--- src/rtl/instr_fetch_unit_if.sv ---
// Bus bundle for the instruction fetch unit: the instruction-memory read port
// on one side and the instruction hand-off to the core on the other.
interface instr_fetch_unit_if;
    logic        imem_req;
    logic [31:0] imem_addr;
    logic        imem_ack;
    logic [31:0] imem_rdata;
    logic        redirect;
    logic [31:0] redirect_pc;
    logic [31:0] instr;
    logic [31:0] instr_pc;
    logic        instr_valid;
    logic        instr_ready;

    // The fetch unit itself.
    modport master (
        output imem_req, imem_addr, instr, instr_pc, instr_valid,
        input  imem_ack, imem_rdata, redirect, redirect_pc, instr_ready
    );

    // Memory plus core side that surrounds the fetch unit.
    modport slave (
        input  imem_req, imem_addr, instr, instr_pc, instr_valid,
        output imem_ack, imem_rdata, redirect, redirect_pc, instr_ready
    );
endinterface

--- src/rtl/instr_fetch_unit.sv ---
// Instruction fetch unit: issues word reads to instruction memory, buffers the
// returned words with their addresses in a small prefetch FIFO, and hands them
// to the core. A redirect flushes the buffer; a read already outstanding when
// the redirect arrives is waited out and its data thrown away (DROP state).
module instr_fetch_unit #(
    parameter logic [31:0] RESET_PC = 32'h0000_0000,
    parameter int unsigned DEPTH    = 4
) (
    input logic                clk,
    input logic                reset,
    instr_fetch_unit_if.master bus
);
    localparam int unsigned      PTR_W   = $clog2(DEPTH);
    localparam int unsigned      CNT_W   = PTR_W + 1;
    localparam logic [CNT_W-1:0] DEPTH_C = CNT_W'(DEPTH);

    typedef enum logic [1:0] {
        S_IDLE  = 2'd0,
        S_FETCH = 2'd1,
        S_DROP  = 2'd2
    } state_t;

    state_t           state_q, state_d;
    logic [31:0]      fetch_pc_q, fetch_pc_d;
    logic [31:0]      addr_q, addr_d;
    logic             req_q, req_d;
    logic [PTR_W-1:0] wr_ptr_q, wr_ptr_d;
    logic [PTR_W-1:0] rd_ptr_q, rd_ptr_d;
    logic [CNT_W-1:0] count_q, count_d;
    logic [CNT_W-1:0] count_after;
    logic             push, pop, flush;
    logic             fifo_nonempty;
    logic [31:0]      redirect_pc_al;
    logic [63:0]      entry_rd [DEPTH];
    logic [63:0]      head;
    logic             unused_rpc_bits;

    // Redirect targets are forced word-aligned; the dropped bits are kept
    // visible here only so they are not mistaken for a wiring omission.
    assign redirect_pc_al  = {bus.redirect_pc[31:2], 2'b00};
    assign unused_rpc_bits = ^bus.redirect_pc[1:0];

    assign fifo_nonempty = (count_q != '0);
    assign pop           = fifo_nonempty & bus.instr_ready;

    // Next-state logic: fetch sequencing, redirect handling and FIFO bookkeeping.
    always_comb begin
        state_d     = state_q;
        fetch_pc_d  = fetch_pc_q;
        addr_d      = addr_q;
        push        = 1'b0;
        flush       = 1'b0;
        // FIFO count once this cycle's returned word is pushed and any pop is taken.
        count_after = count_q + CNT_W'(1) - CNT_W'(pop);

        unique case (state_q)
            S_IDLE: begin
                if (bus.redirect) begin
                    flush      = 1'b1;
                    fetch_pc_d = redirect_pc_al;
                end else if (count_q < DEPTH_C) begin
                    state_d = S_FETCH;
                    addr_d  = fetch_pc_q;
                end
            end
            S_FETCH: begin
                if (bus.redirect) begin
                    // Same-cycle ack: data is simply not pushed. Otherwise
                    // the request is still live and must be drained.
                    flush      = 1'b1;
                    fetch_pc_d = redirect_pc_al;
                    state_d    = bus.imem_ack ? S_IDLE : S_DROP;
                end else if (bus.imem_ack) begin
                    push       = 1'b1;
                    fetch_pc_d = fetch_pc_q + 32'd4;
                    if (count_after < DEPTH_C) begin
                        addr_d = fetch_pc_q + 32'd4;
                    end else begin
                        state_d = S_IDLE;
                    end
                end
            end
            S_DROP: begin
                // The FIFO is already empty here, so a redirect only retargets.
                if (bus.redirect) begin
                    fetch_pc_d = redirect_pc_al;
                end
                if (bus.imem_ack) begin
                    state_d = S_FETCH;
                    addr_d  = bus.redirect ? redirect_pc_al : fetch_pc_q;
                end
            end
            default: begin
                state_d = S_IDLE;
            end
        endcase

        req_d = (state_d != S_IDLE);

        if (flush) begin
            wr_ptr_d = '0;
            rd_ptr_d = '0;
            count_d  = '0;
        end else begin
            // Pointers are log2(DEPTH) bits wide, so they wrap on their own.
            wr_ptr_d = wr_ptr_q + PTR_W'(push);
            rd_ptr_d = rd_ptr_q + PTR_W'(pop);
            count_d  = count_q + CNT_W'(push) - CNT_W'(pop);
        end
    end

    // State, fetch address, request and FIFO pointer registers.
    always_ff @(posedge clk) begin
        if (reset) begin
            state_q    <= S_IDLE;
            fetch_pc_q <= RESET_PC;
            addr_q     <= RESET_PC;
            req_q      <= 1'b0;
            wr_ptr_q   <= '0;
            rd_ptr_q   <= '0;
            count_q    <= '0;
        end else begin
            state_q    <= state_d;
            fetch_pc_q <= fetch_pc_d;
            addr_q     <= addr_d;
            req_q      <= req_d;
            wr_ptr_q   <= wr_ptr_d;
            rd_ptr_q   <= rd_ptr_d;
            count_q    <= count_d;
        end
    end

    // One storage slot per FIFO entry, holding {instruction, address}.
    genvar gi;
    generate
        for (gi = 0; gi < DEPTH; gi++) begin : g_entry
            logic [63:0] entry_q;

            // Capture the returned word when this slot is the write target.
            always_ff @(posedge clk) begin
                if (push && (wr_ptr_q == PTR_W'(gi))) begin
                    entry_q <= {bus.imem_rdata, addr_q};
                end
            end

            assign entry_rd[gi] = entry_q;
        end
    endgenerate

    assign head = entry_rd[rd_ptr_q];

    assign bus.imem_req    = req_q;
    assign bus.imem_addr   = addr_q;
    assign bus.instr_valid = fifo_nonempty;
    assign bus.instr       = fifo_nonempty ? head[63:32] : 32'h0;
    assign bus.instr_pc    = fifo_nonempty ? head[31:0]  : 32'h0;
endmodule

--- src/flat_wrapper.sv ---
// flat-port wrapper written by rule: the top's interface ports become plain ports
module instr_fetch_unit_flat 
#(
    parameter logic [31:0] RESET_PC = 32'h0000_0000,
    parameter int unsigned DEPTH    = 4
)
  (clk, reset, bus_imem_req, bus_imem_addr, bus_instr, bus_instr_pc, bus_instr_valid, bus_imem_ack, bus_imem_rdata, bus_redirect, bus_redirect_pc, bus_instr_ready);
  instr_fetch_unit_if bus_i ();
  input logic clk;
  input logic reset;
  output wire logic [$bits(bus_i.imem_req)-1:0] bus_imem_req;
  output wire logic [$bits(bus_i.imem_addr)-1:0] bus_imem_addr;
  output wire logic [$bits(bus_i.instr)-1:0] bus_instr;
  output wire logic [$bits(bus_i.instr_pc)-1:0] bus_instr_pc;
  output wire logic [$bits(bus_i.instr_valid)-1:0] bus_instr_valid;
  input wire logic [$bits(bus_i.imem_ack)-1:0] bus_imem_ack;
  input wire logic [$bits(bus_i.imem_rdata)-1:0] bus_imem_rdata;
  input wire logic [$bits(bus_i.redirect)-1:0] bus_redirect;
  input wire logic [$bits(bus_i.redirect_pc)-1:0] bus_redirect_pc;
  input wire logic [$bits(bus_i.instr_ready)-1:0] bus_instr_ready;
  assign bus_imem_req = bus_i.imem_req;
  assign bus_imem_addr = bus_i.imem_addr;
  assign bus_instr = bus_i.instr;
  assign bus_instr_pc = bus_i.instr_pc;
  assign bus_instr_valid = bus_i.instr_valid;
  assign bus_i.imem_ack = bus_imem_ack;
  assign bus_i.imem_rdata = bus_imem_rdata;
  assign bus_i.redirect = bus_redirect;
  assign bus_i.redirect_pc = bus_redirect_pc;
  assign bus_i.instr_ready = bus_instr_ready;
  instr_fetch_unit #(.RESET_PC(RESET_PC), .DEPTH(DEPTH)) u_core (.clk(clk), .reset(reset), .bus(bus_i));
endmodule
--- config.mk ---
export PLATFORM = sky130hd
export DESIGN_NAME = instr_fetch_unit_flat
export DESIGN_NICKNAME = d
export VERILOG_FILES = /design/src/rtl/instr_fetch_unit_if.sv /design/src/rtl/instr_fetch_unit.sv /design/src/flat_wrapper.sv
export SDC_FILE = /design/constraint.sdc
export NUM_CORES = 1
export LEC_CHECK = 0
export ABC_CLOCK_PERIOD_IN_PS = 18850
export CAP_MARGIN = 20
export CORE_MARGIN = 1.5
export CORE_UTILIZATION = 33
export DETAILED_ROUTE_END_ITERATION = 7
export GPL_TIMING_DRIVEN = 0
export SLEW_MARGIN = 20
export SYNTH_ARGS = -nofsm -noshare
export SYNTH_HDL_FRONTEND = slang
export SYNTH_SLANG_ARGS = --single-unit
--- constraint.sdc ---
create_clock -name clk -period 18.85 [get_ports clk]
set_input_delay 2.8275 -clock clk [delete_from_list [all_inputs] [get_ports clk]]
set_output_delay 2.8275 -clock clk [all_outputs]
set_load 0.005 [all_outputs]
==> flow_summary.yaml, run 1 <==
cells_and_area:
  antenna_cells: 0
  area_growth_pct: 27.3
  nFillCells: 3958
  layout.nets: 1327
  drive_above_1_share: 0.143
  multi_input_area_um2: 4950
  regArea_um2: 9170
worst_setup_path:
  r2r_cells: 11
  cp_data_required_time_ps: 16020
  crit_chain: "clkbuf_1, buf_2, mux4_2, and2_1, clkdlybuf4s50_1"
  slowest_delay_ps: 580
  end_kind: "primary output"
  cp_max_fo: 10
  cp.depth: 5
  reg2reg_from: "u_core.count_q[2]"
  endpoint: "bus_instr[2]"
  cpMaxStageDelayCell: "clkbuf_1"
  crit_type: "reg -> out"
  crit_arrival_ps: 3180
  start_kind: "flop"
  path_buf_inv: 3
  critPathLaunch: "u_core.rd_ptr_q[0]"
  cpLargestDelayFamily: "buffers and inverters"
  r2r_setup_slack_ps: 14980
  r2r-end: "u_core.bus.imem_addr[23]"
pwr:
  p_leak_uw: 0.00613
  p_clk_frac: 0.381
  p_sw_uw: 554
  pwr-share-comb: 0.195
  ir_worst_vdd_mv: 0.0628
  p_int_uw: 1490
  p_per_area_nw_per_um2: 110
  p_seq_frac: 0.424
  switching_share: 0.272
  power_uw: 2040
synthesis:
  synth_cell_types: 72
  synth_fp_nets: 1109
  synth_top_cell_area_share: 0.530
  synth_area_leaders: "edfxtp_1 (53%), dfxtp_1 (10%), mux4_2 (9.9%), and2_1 (3.1%), mux2i_1 (1.9%)"
  seq_area_frac_synth: 0.632
  syn_inst: 1028
  yosys_warnings: 0
  synth_area_um2: 14500
  synth_commonest_cells: "edfxtp_1 (256), dfxtp_1 (74), and2_1 (71)"
  synth_enable_flop_cells: 256
  ys_ff_latch: 330
  yosysMostFrequentCell: "edfxtp_1"
  async_reset_ff_frac: 0
  synth.avg_cell_area_um2: 14.1
  yosys.area.top_type: "edfxtp_1"
  ys.flop_type: "edfxtp_1"
routing:
  num_vias: 9894
  ant_nets: 0
  drc: 0
  dr.pass1.iters: 5
  drt-total-wl_um: 42000
  drt_iter0_drc: 952
  avgViaCountPerCell: 5.32
  drt-wirelength-per-cell_um: 22.6
clock_tree:
  clk_pin_slew_ps: 60
  htree_num_levels: 2
  cts_sinks: 330
  clk_latency_ps: 550
  hold_buffers: 0
  cts_made_buffers: 38
  post-cts-setup-buffers: 0
  cts_tree: "yes"
  clk_path_buf_depth: 3
  post_cts_resized: 0
  cts_root_buf: "clkbuf_16"
global_routing:
  grt_usage: 0.187
  antenna_found_initial: 1
  grt_overflow_total: 0
  grt_pass1_vias: 9967
  grt_pass1_wl_um: 62300
  grt_max_degree: 35
timing:
  finClkSkew_ps: 22.6
  hold_viol_final: 0
  setup_viol: 0
  period_minus_slack_ps: 6010
  rsz0062_at_grt: "false"
  period_share: 0.319
  drv_slew: 0
  fin_hold_ws_ps: 476
  tightest_slew_ps: 1040
  maxSlewHeadroom: 0.302
  finalSetupTns_ps: 0
  max_freq_ghz: 0.166
die:
  rows: 76
  io_pins: 167
  core_um2: 43300
  die_area_um2: 45200
  start_util: 0.335
  die_x_um: 213
  fp.dieH_um: 213
worst_hold_path:
  hold_path.class: "reg -> reg"
  worstHoldStart: "u_core.fetch_pc_q[1]"
placement:
  dp_hpwl_um: 29300
  place.gp.congestion: 0.953
  placement.io_buffers: 162
flow_run:
  cap_violations: 0
status:
  status: "complete, no violations"
-- power by group through the flow --
stage | Clock (µW) | Sequential (µW) | Combinational (µW)
6_report | 777 | 865 | 398
4_1_cts | 797 | 866 | 402
5_1_grt | 821 | 870 | 430
3_5_place_dp | 0 | 881 | 400
3_3_place_gp | 0 | 880 | 398
2_1_floorplan | 0 | 869 | 195
-- layout by cell type, fill, tap and decap left out, drive strengths merged, types with 7 or more instances in the layout --
cell,instances
and2,71
mux4,64
edfxtp,256
a21oi,32
nor4,9
clkdlybuf4s50,162
nand2b,7
nand2,37
mux2i,28
clkinv,12
inv,24
and3,10
a211oi,17
a22oi,16
nor3,17
nand3,15
a31oi,7
buf,45
nor2,66
a22o,11
ha,11
dfxtp,74
clkbuf,99
nand4,15
o21ai,45
a311oi,7
o22ai,15
-- registers in the layout, indices dropped and copies added, names as in the netlist --
register / cells
u_core.wr_ptr_q: 2
u_core.bus.imem_addr: 32
u_core.bus.imem_req: 1
u_core.count_q: 3
u_core.g_entry.entry_q: 256
u_core.rd_ptr_q: 2
u_core.fetch_pc_q: 32
u_core.state_q: 2
-- final cells by class --
cell class                 instances  share of cell area
inverter                          24             0.00488
tap                              585              0.0396
timing repair buffer             178               0.101
buffer                            79              0.0178
clock buffer                      49              0.0588
sequential                       330               0.497
multi-input combinational        595               0.268
clock inverter                    20              0.0131
-- kinds of logic after synthesis --
| kind of cell | count (synthesis) | share of synthesized area |
|---|---|---|
| compound gates | 210 | 0.100 |
| fa+ha+maj | 12 | 0.0109 |
| mux | 95 | 0.121 |
| flops | 330 | 0.632 |
| buf+inv | 103 | 0.0288 |
| xor+xnor | 6 | 0.00362 |
| simple gates | 272 | 0.104 |
-- per-stage QoR --
stage / std cells / utilization / setup WS (ps) / area [µm²]
CTS: 1860 / 0.427 / 12710 / 18500
global route: 1860 / 0.427 / 12610 / 18500
finish: 1860 / 0.427 / 12840 / 18500
global placement: 1775 / 0.390 / 5160 / 16900
floorplan: 1028 / - / 10240 / 14500
detailed placement: 1791 / 0.396 / 13130 / 17100
-- worst min-delay path by stage --
stage / end / cells past startpoint
floorplan: u_core.fetch_pc_q[0] / 1
global placement: u_core.fetch_pc_q[1] / 1
detailed placement: u_core.fetch_pc_q[1] / 1
CTS: u_core.fetch_pc_q[1] / 1
global route: u_core.fetch_pc_q[0] / 1
finish: u_core.fetch_pc_q[1] / 1
-- per-layer routing --
layer	vias to the layer above	track usage	wire, µm
met2	435	0.299	19600
met4	0	0.0753	1300
li1	4480	-	-
met5	-	0	0
met3	84	0.0410	3420
met1	4895	0.247	17600
Power figures use the tool's default switching activity.
==> run 2, diff against run 1 <==
--- a/config.mk
+++ b/config.mk
@@ -5,7 +5,7 @@
 export SDC_FILE = /design/constraint.sdc
 export NUM_CORES = 1
 export LEC_CHECK = 0
-export ABC_CLOCK_PERIOD_IN_PS = 18850
+export ABC_CLOCK_PERIOD_IN_PS = 5440
 export CAP_MARGIN = 20
 export CORE_MARGIN = 1.5
 export CORE_UTILIZATION = 33
==> constraint.sdc (replaced) <==
create_clock -name clk -period 5.44 [get_ports clk]
set_input_delay 0.816 -clock clk [delete_from_list [all_inputs] [get_ports clk]]
set_output_delay 0.816 -clock clk [all_outputs]
set_load 0.005 [all_outputs]
==> flow_summary.yaml, run 2 (synthesized netlist as in run 1, its figures left out) <==
status:
  status: "complete, no violations"
routing:
  drt-total-wl_um: 41400
  drt-wirelength-per-cell_um: 22.4
  drt_iter0_drc: 814
  ant_nets: 0
  avgViaCountPerCell: 5.33
  dr.pass1.iters: 6
  num_vias: 9883
  drc: 0
clock_tree:
  post-cts-setup-buffers: 0
  htree_num_levels: 2
  clk_path_buf_depth: 3
  post_cts_resized: 0
  cts_root_buf: "clkbuf_16"
  clk_pin_slew_ps: 60
  clk_latency_ps: 540
  hold_buffers: 0
  cts_sinks: 330
  cts_made_buffers: 37
  cts_tree: "yes"
global_routing:
  grt_pass1_wl_um: 61700
  top_usage_layer: "met2"
  grt_max_degree: 36
  antenna_found_initial: 1
  grt_overflow_total: 0
  grt_pass1_vias: 9688
  grt_usage: 0.184
  use_met2: 0.291
  grtUsageMet3: 0.0366
  grt_use_met1: 0.255
timing:
  finClkSkew_ps: 33.5
  finalSetupTns_ps: 0
  setup_viol: 0
  hold_viol_final: 0
  tightest_slew_ps: 1080
  maxSlewHeadroom: 0.279
  period_minus_slack_ps: 3940
  period_share: 0.725
  fin_hold_ws_ps: 480
  rsz0062_at_grt: "false"
  max_freq_ghz: 0.254
  drv_slew: 0
placement:
  dp_hpwl_um: 29000
  placement.io_buffers: 162
  place.gp.congestion: 0.922
  placed_cells: 1789
cells_and_area:
  layout_commonest_cell: "edfxtp_1"
  largest_register_ffs: 256
  area_growth_pct: 26.3
  regArea_um2: 9170
  final_cell_mix: "edfxtp_1 (256), clkdlybuf4s50_1 (162), dfxtp_1 (74), and2_1 (71)"
  multi_input_area_um2: 4960
  drive_above_1_share: 0.132
  largest-register: "u_core.g_entry.entry_q"
  finish.utilization: 0.424
  layout.nets: 1324
  nFillCells: 3979
  final_cells: 1853
  antenna_cells: 0
die:
  io_pins: 167
  fp.dieH_um: 213
  start_util: 0.335
  rows: 76
  die_x_um: 213
  die_area_um2: 45200
  core_um2: 43300
worst_hold_path:
  hold_path.class: "reg -> reg"
flow_run:
  cap_violations: 0
pwr:
  p_leak_uw: 0.00605
  p_per_area_nw_per_um2: 368
  ir_worst_vdd_mv: 0.218
worst_setup_path:
  crit_type: "reg -> out"
  cp_max_fo: 10
  cp_data_required_time_ps: 4620
  end_kind: "primary output"
  crit_arrival_ps: 3130
  start_kind: "flop"
## run 2: cell type report
class,instances,area share
Inverter,24,0.00491
Tap cell,585,0.0399
Buffer,79,0.0179
Clock inverter,20,0.00867
Multi-Input combinational cell,595,0.270
Sequential cell,330,0.500
Timing Repair Buffer,176,0.104
Clock buffer,44,0.0537
## run 2: worst paths after layout
check / cells after the start / endpoint / slack [ps] / start
hold reg to reg: 1 / u_core.fetch_pc_q[0] / 480 / u_core.fetch_pc_q[0]
setup / recovery: 5 / bus_instr_pc[28] / 1500 / u_core.rd_ptr_q[0]
setup reg to reg: 10 / u_core.bus.imem_addr[11] / 1550 / u_core.count_q[1]
hold / removal: 1 / u_core.fetch_pc_q[0] / 480 / u_core.fetch_pc_q[0]
## run 2: report_power, final
group          internal, µW  switching, µW  total, µW
clock network          1380            990       2370
logic                   627            752       1380
registers              2870            125       2990
## run 2: stage by stage
step           worst slack (ps)  cell area, µm²  power [µW]
2_1_floorplan               906           14500        3680
3_3_place_gp              -2270           16900        4410
3_5_place_dp               1490           17200        4430
4_1_cts                    1350           18300        6830
5_1_grt                    1240           18300        7040
6_report                   1500           18300        6750
## run 2: worst max-delay path, cell delays in order, from the launching register on
cell and delay (ps):
dfxtp_1 320, clkbuf_1 570, buf_2 490, mux4_2 540, and2_1 160, clkdlybuf4s50_1 510
## run 2: per-layer routing
layer | vias up | part of all wire
met3 | 75 | 0.072
met4 | 0 | 0.025
met1 | 4934 | 0.44
met2 | 401 | 0.46
li1 | 4473 | -
met5 | - | 0
==> run 3, diff against run 2 <==
--- a/config.mk
+++ b/config.mk
@@ -5,7 +5,7 @@
 export SDC_FILE = /design/constraint.sdc
 export NUM_CORES = 1
 export LEC_CHECK = 0
-export ABC_CLOCK_PERIOD_IN_PS = 5440
+export ABC_CLOCK_PERIOD_IN_PS = 3600
 export CAP_MARGIN = 20
 export CORE_MARGIN = 1.5
 export CORE_UTILIZATION = 33
==> constraint.sdc (replaced) <==
create_clock -name clk -period 3.6 [get_ports clk]
set_input_delay 0.54 -clock clk [delete_from_list [all_inputs] [get_ports clk]]
set_output_delay 0.54 -clock clk [all_outputs]
set_load 0.005 [all_outputs]
==> flow_summary.yaml, run 3 (synthesized netlist as in run 1, its figures left out) <==
routing:
  ant_nets: 0
  avgViaCountPerCell: 5.34
  drt-wirelength-per-cell_um: 22.7
  drt-total-wl_um: 42100
  drt_iter0_drc: 817
  num_vias: 9915
  dr.pass1.iters: 6
  drc: 0
die:
  die_area_um2: 45200
  rows: 76
  core_um2: 43300
  fp.dieH_um: 213
  die_x_um: 213
  io_pins: 167
  start_util: 0.335
placement:
  placement.io_buffers: 162
  post-place-ws_ps: -182
  dp_hpwl_um: 29200
  place.gp.congestion: 0.931
timing:
  period_share: 0.946
  fin_hold_ws_ps: 475
  finClkSkew_ps: 22.0
  tightest_slew_ps: 1050
  period_minus_slack_ps: 3410
  max_freq_ghz: 0.294
  drv_slew: 0
  rsz0062_at_grt: "false"
  setup_slack_ps: 195
  hold_viol_final: 0
  maxSlewHeadroom: 0.291
  setup_viol: 0
cells_and_area:
  finish.utilization: 0.425
  largest-register: "u_core.g_entry.entry_q"
  final_cell_mix: "edfxtp_1 (256), clkdlybuf4s50_1 (162), dfxtp_1 (74), and2_1 (71)"
  layout_commonest_cell: "edfxtp_1"
  drive_above_1_share: 0.141
  area_growth_pct: 26.6
  largest_register_ffs: 256
  layout.nets: 1323
worst_setup_path:
  slowest_delay_ps: 420
  cpMaxStageDelayCell: "or3_1"
  cp_max_fo: 10
  crit_type: "reg -> reg"
  crit_arrival_ps: 3770
  cp_data_required_time_ps: 3960
  path_buf_inv: 3
  cpLargestDelayFamily: "buffers and inverters"
  crit_chain: "buf_2, or3_1, clkbuf_2, nand2_1, ha_1, nand2_1, a221o_1, a31oi_4, buf_2, mux2i_1, o22ai_1"
  end_kind: "flop"
  start_kind: "flop"
pwr:
  ir_worst_vdd_mv: 0.344
  p_int_uw: 7550
  p_sw_uw: 2860
  pwr-share-comb: 0.202
  p_leak_uw: 0.00608
  switching_share: 0.275
  p_clk_frac: 0.363
  p_per_area_nw_per_um2: 567
  p_seq_frac: 0.435
flow_run:
  cap_violations: 0
global_routing:
  antenna_found_initial: 2
  grt_usage: 0.185
  grt_overflow_total: 0
  grt_pass1_vias: 9699
  grt_pass1_wl_um: 61600
  grt_max_degree: 42
clock_tree:
  cts_tree: "yes"
  cts_made_buffers: 38
  cts_root_buf: "clkbuf_16"
  clk_path_buf_depth: 3
  htree_num_levels: 2
  clk_latency_ps: 530
  post_cts_resized: 5
  post-cts-setup-buffers: 0
  clk_pin_slew_ps: 60
  hold_buffers: 0
  cts_sinks: 330
status:
  status: "complete, no violations"
worst_hold_path:
  hold_path.class: "reg -> reg"
run 3: layout make-up:
class / count / area (µm²)
fillers: 3981 / 24900
well taps: 585 / 732
plain buffers: 78 / 334
diodes: 2 / 5.00
flip-flops and latches: 330 / 9170
clock inverters: 23 / 221
multi-input cells: 595 / 4960
inverters: 24 / 90.1
clock buffers: 44 / 995
repair buffers: 175 / 1860
run 3: worst paths after layout:
| path | to | slack (ps) | depth (start not counted) | from |
|---|---|---|---|---|
| setup reg to reg | u_core.bus.imem_addr[23] | 190 | 11 | u_core.count_q[2] |
| hold reg to reg | u_core.fetch_pc_q[0] | 480 | 1 | u_core.fetch_pc_q[0] |
| hold / removal | u_core.fetch_pc_q[0] | 480 | 1 | u_core.fetch_pc_q[0] |
| setup / recovery | u_core.bus.imem_addr[23] | 190 | 11 | u_core.count_q[2] |
run 3: per-layer routing:
layer  up-vias  part of all wire  GRT usage
li1       4465                 -          -
met2       370              0.46      0.294
met1      4998              0.43      0.249
met4         0             0.029     0.0677
met3        82             0.074     0.0404
met5         -                 0          0
run 3: per-stage QoR:
step	instance area (µm²)	cells	TNS (ps)	total power, µW
CTS	18400	1854	0	10500
floorplan	14500	1028	-38710	5560
global placement	16900	1775	-562550	6700
finish	18400	1856	0	10400
global route	18400	1855	0	10800
detailed placement	17100	1788	-3120	6730
run 3: power by group through the flow:
stage	clock (µW)	sequential, µW	combinational (µW)
2_1_floorplan	0	4540	1020
3_3_place_gp	0	4610	2090
3_5_place_dp	0	4620	2110
4_1_cts	3870	4540	2120
5_1_grt	4000	4560	2280
6_report	3780	4530	2110
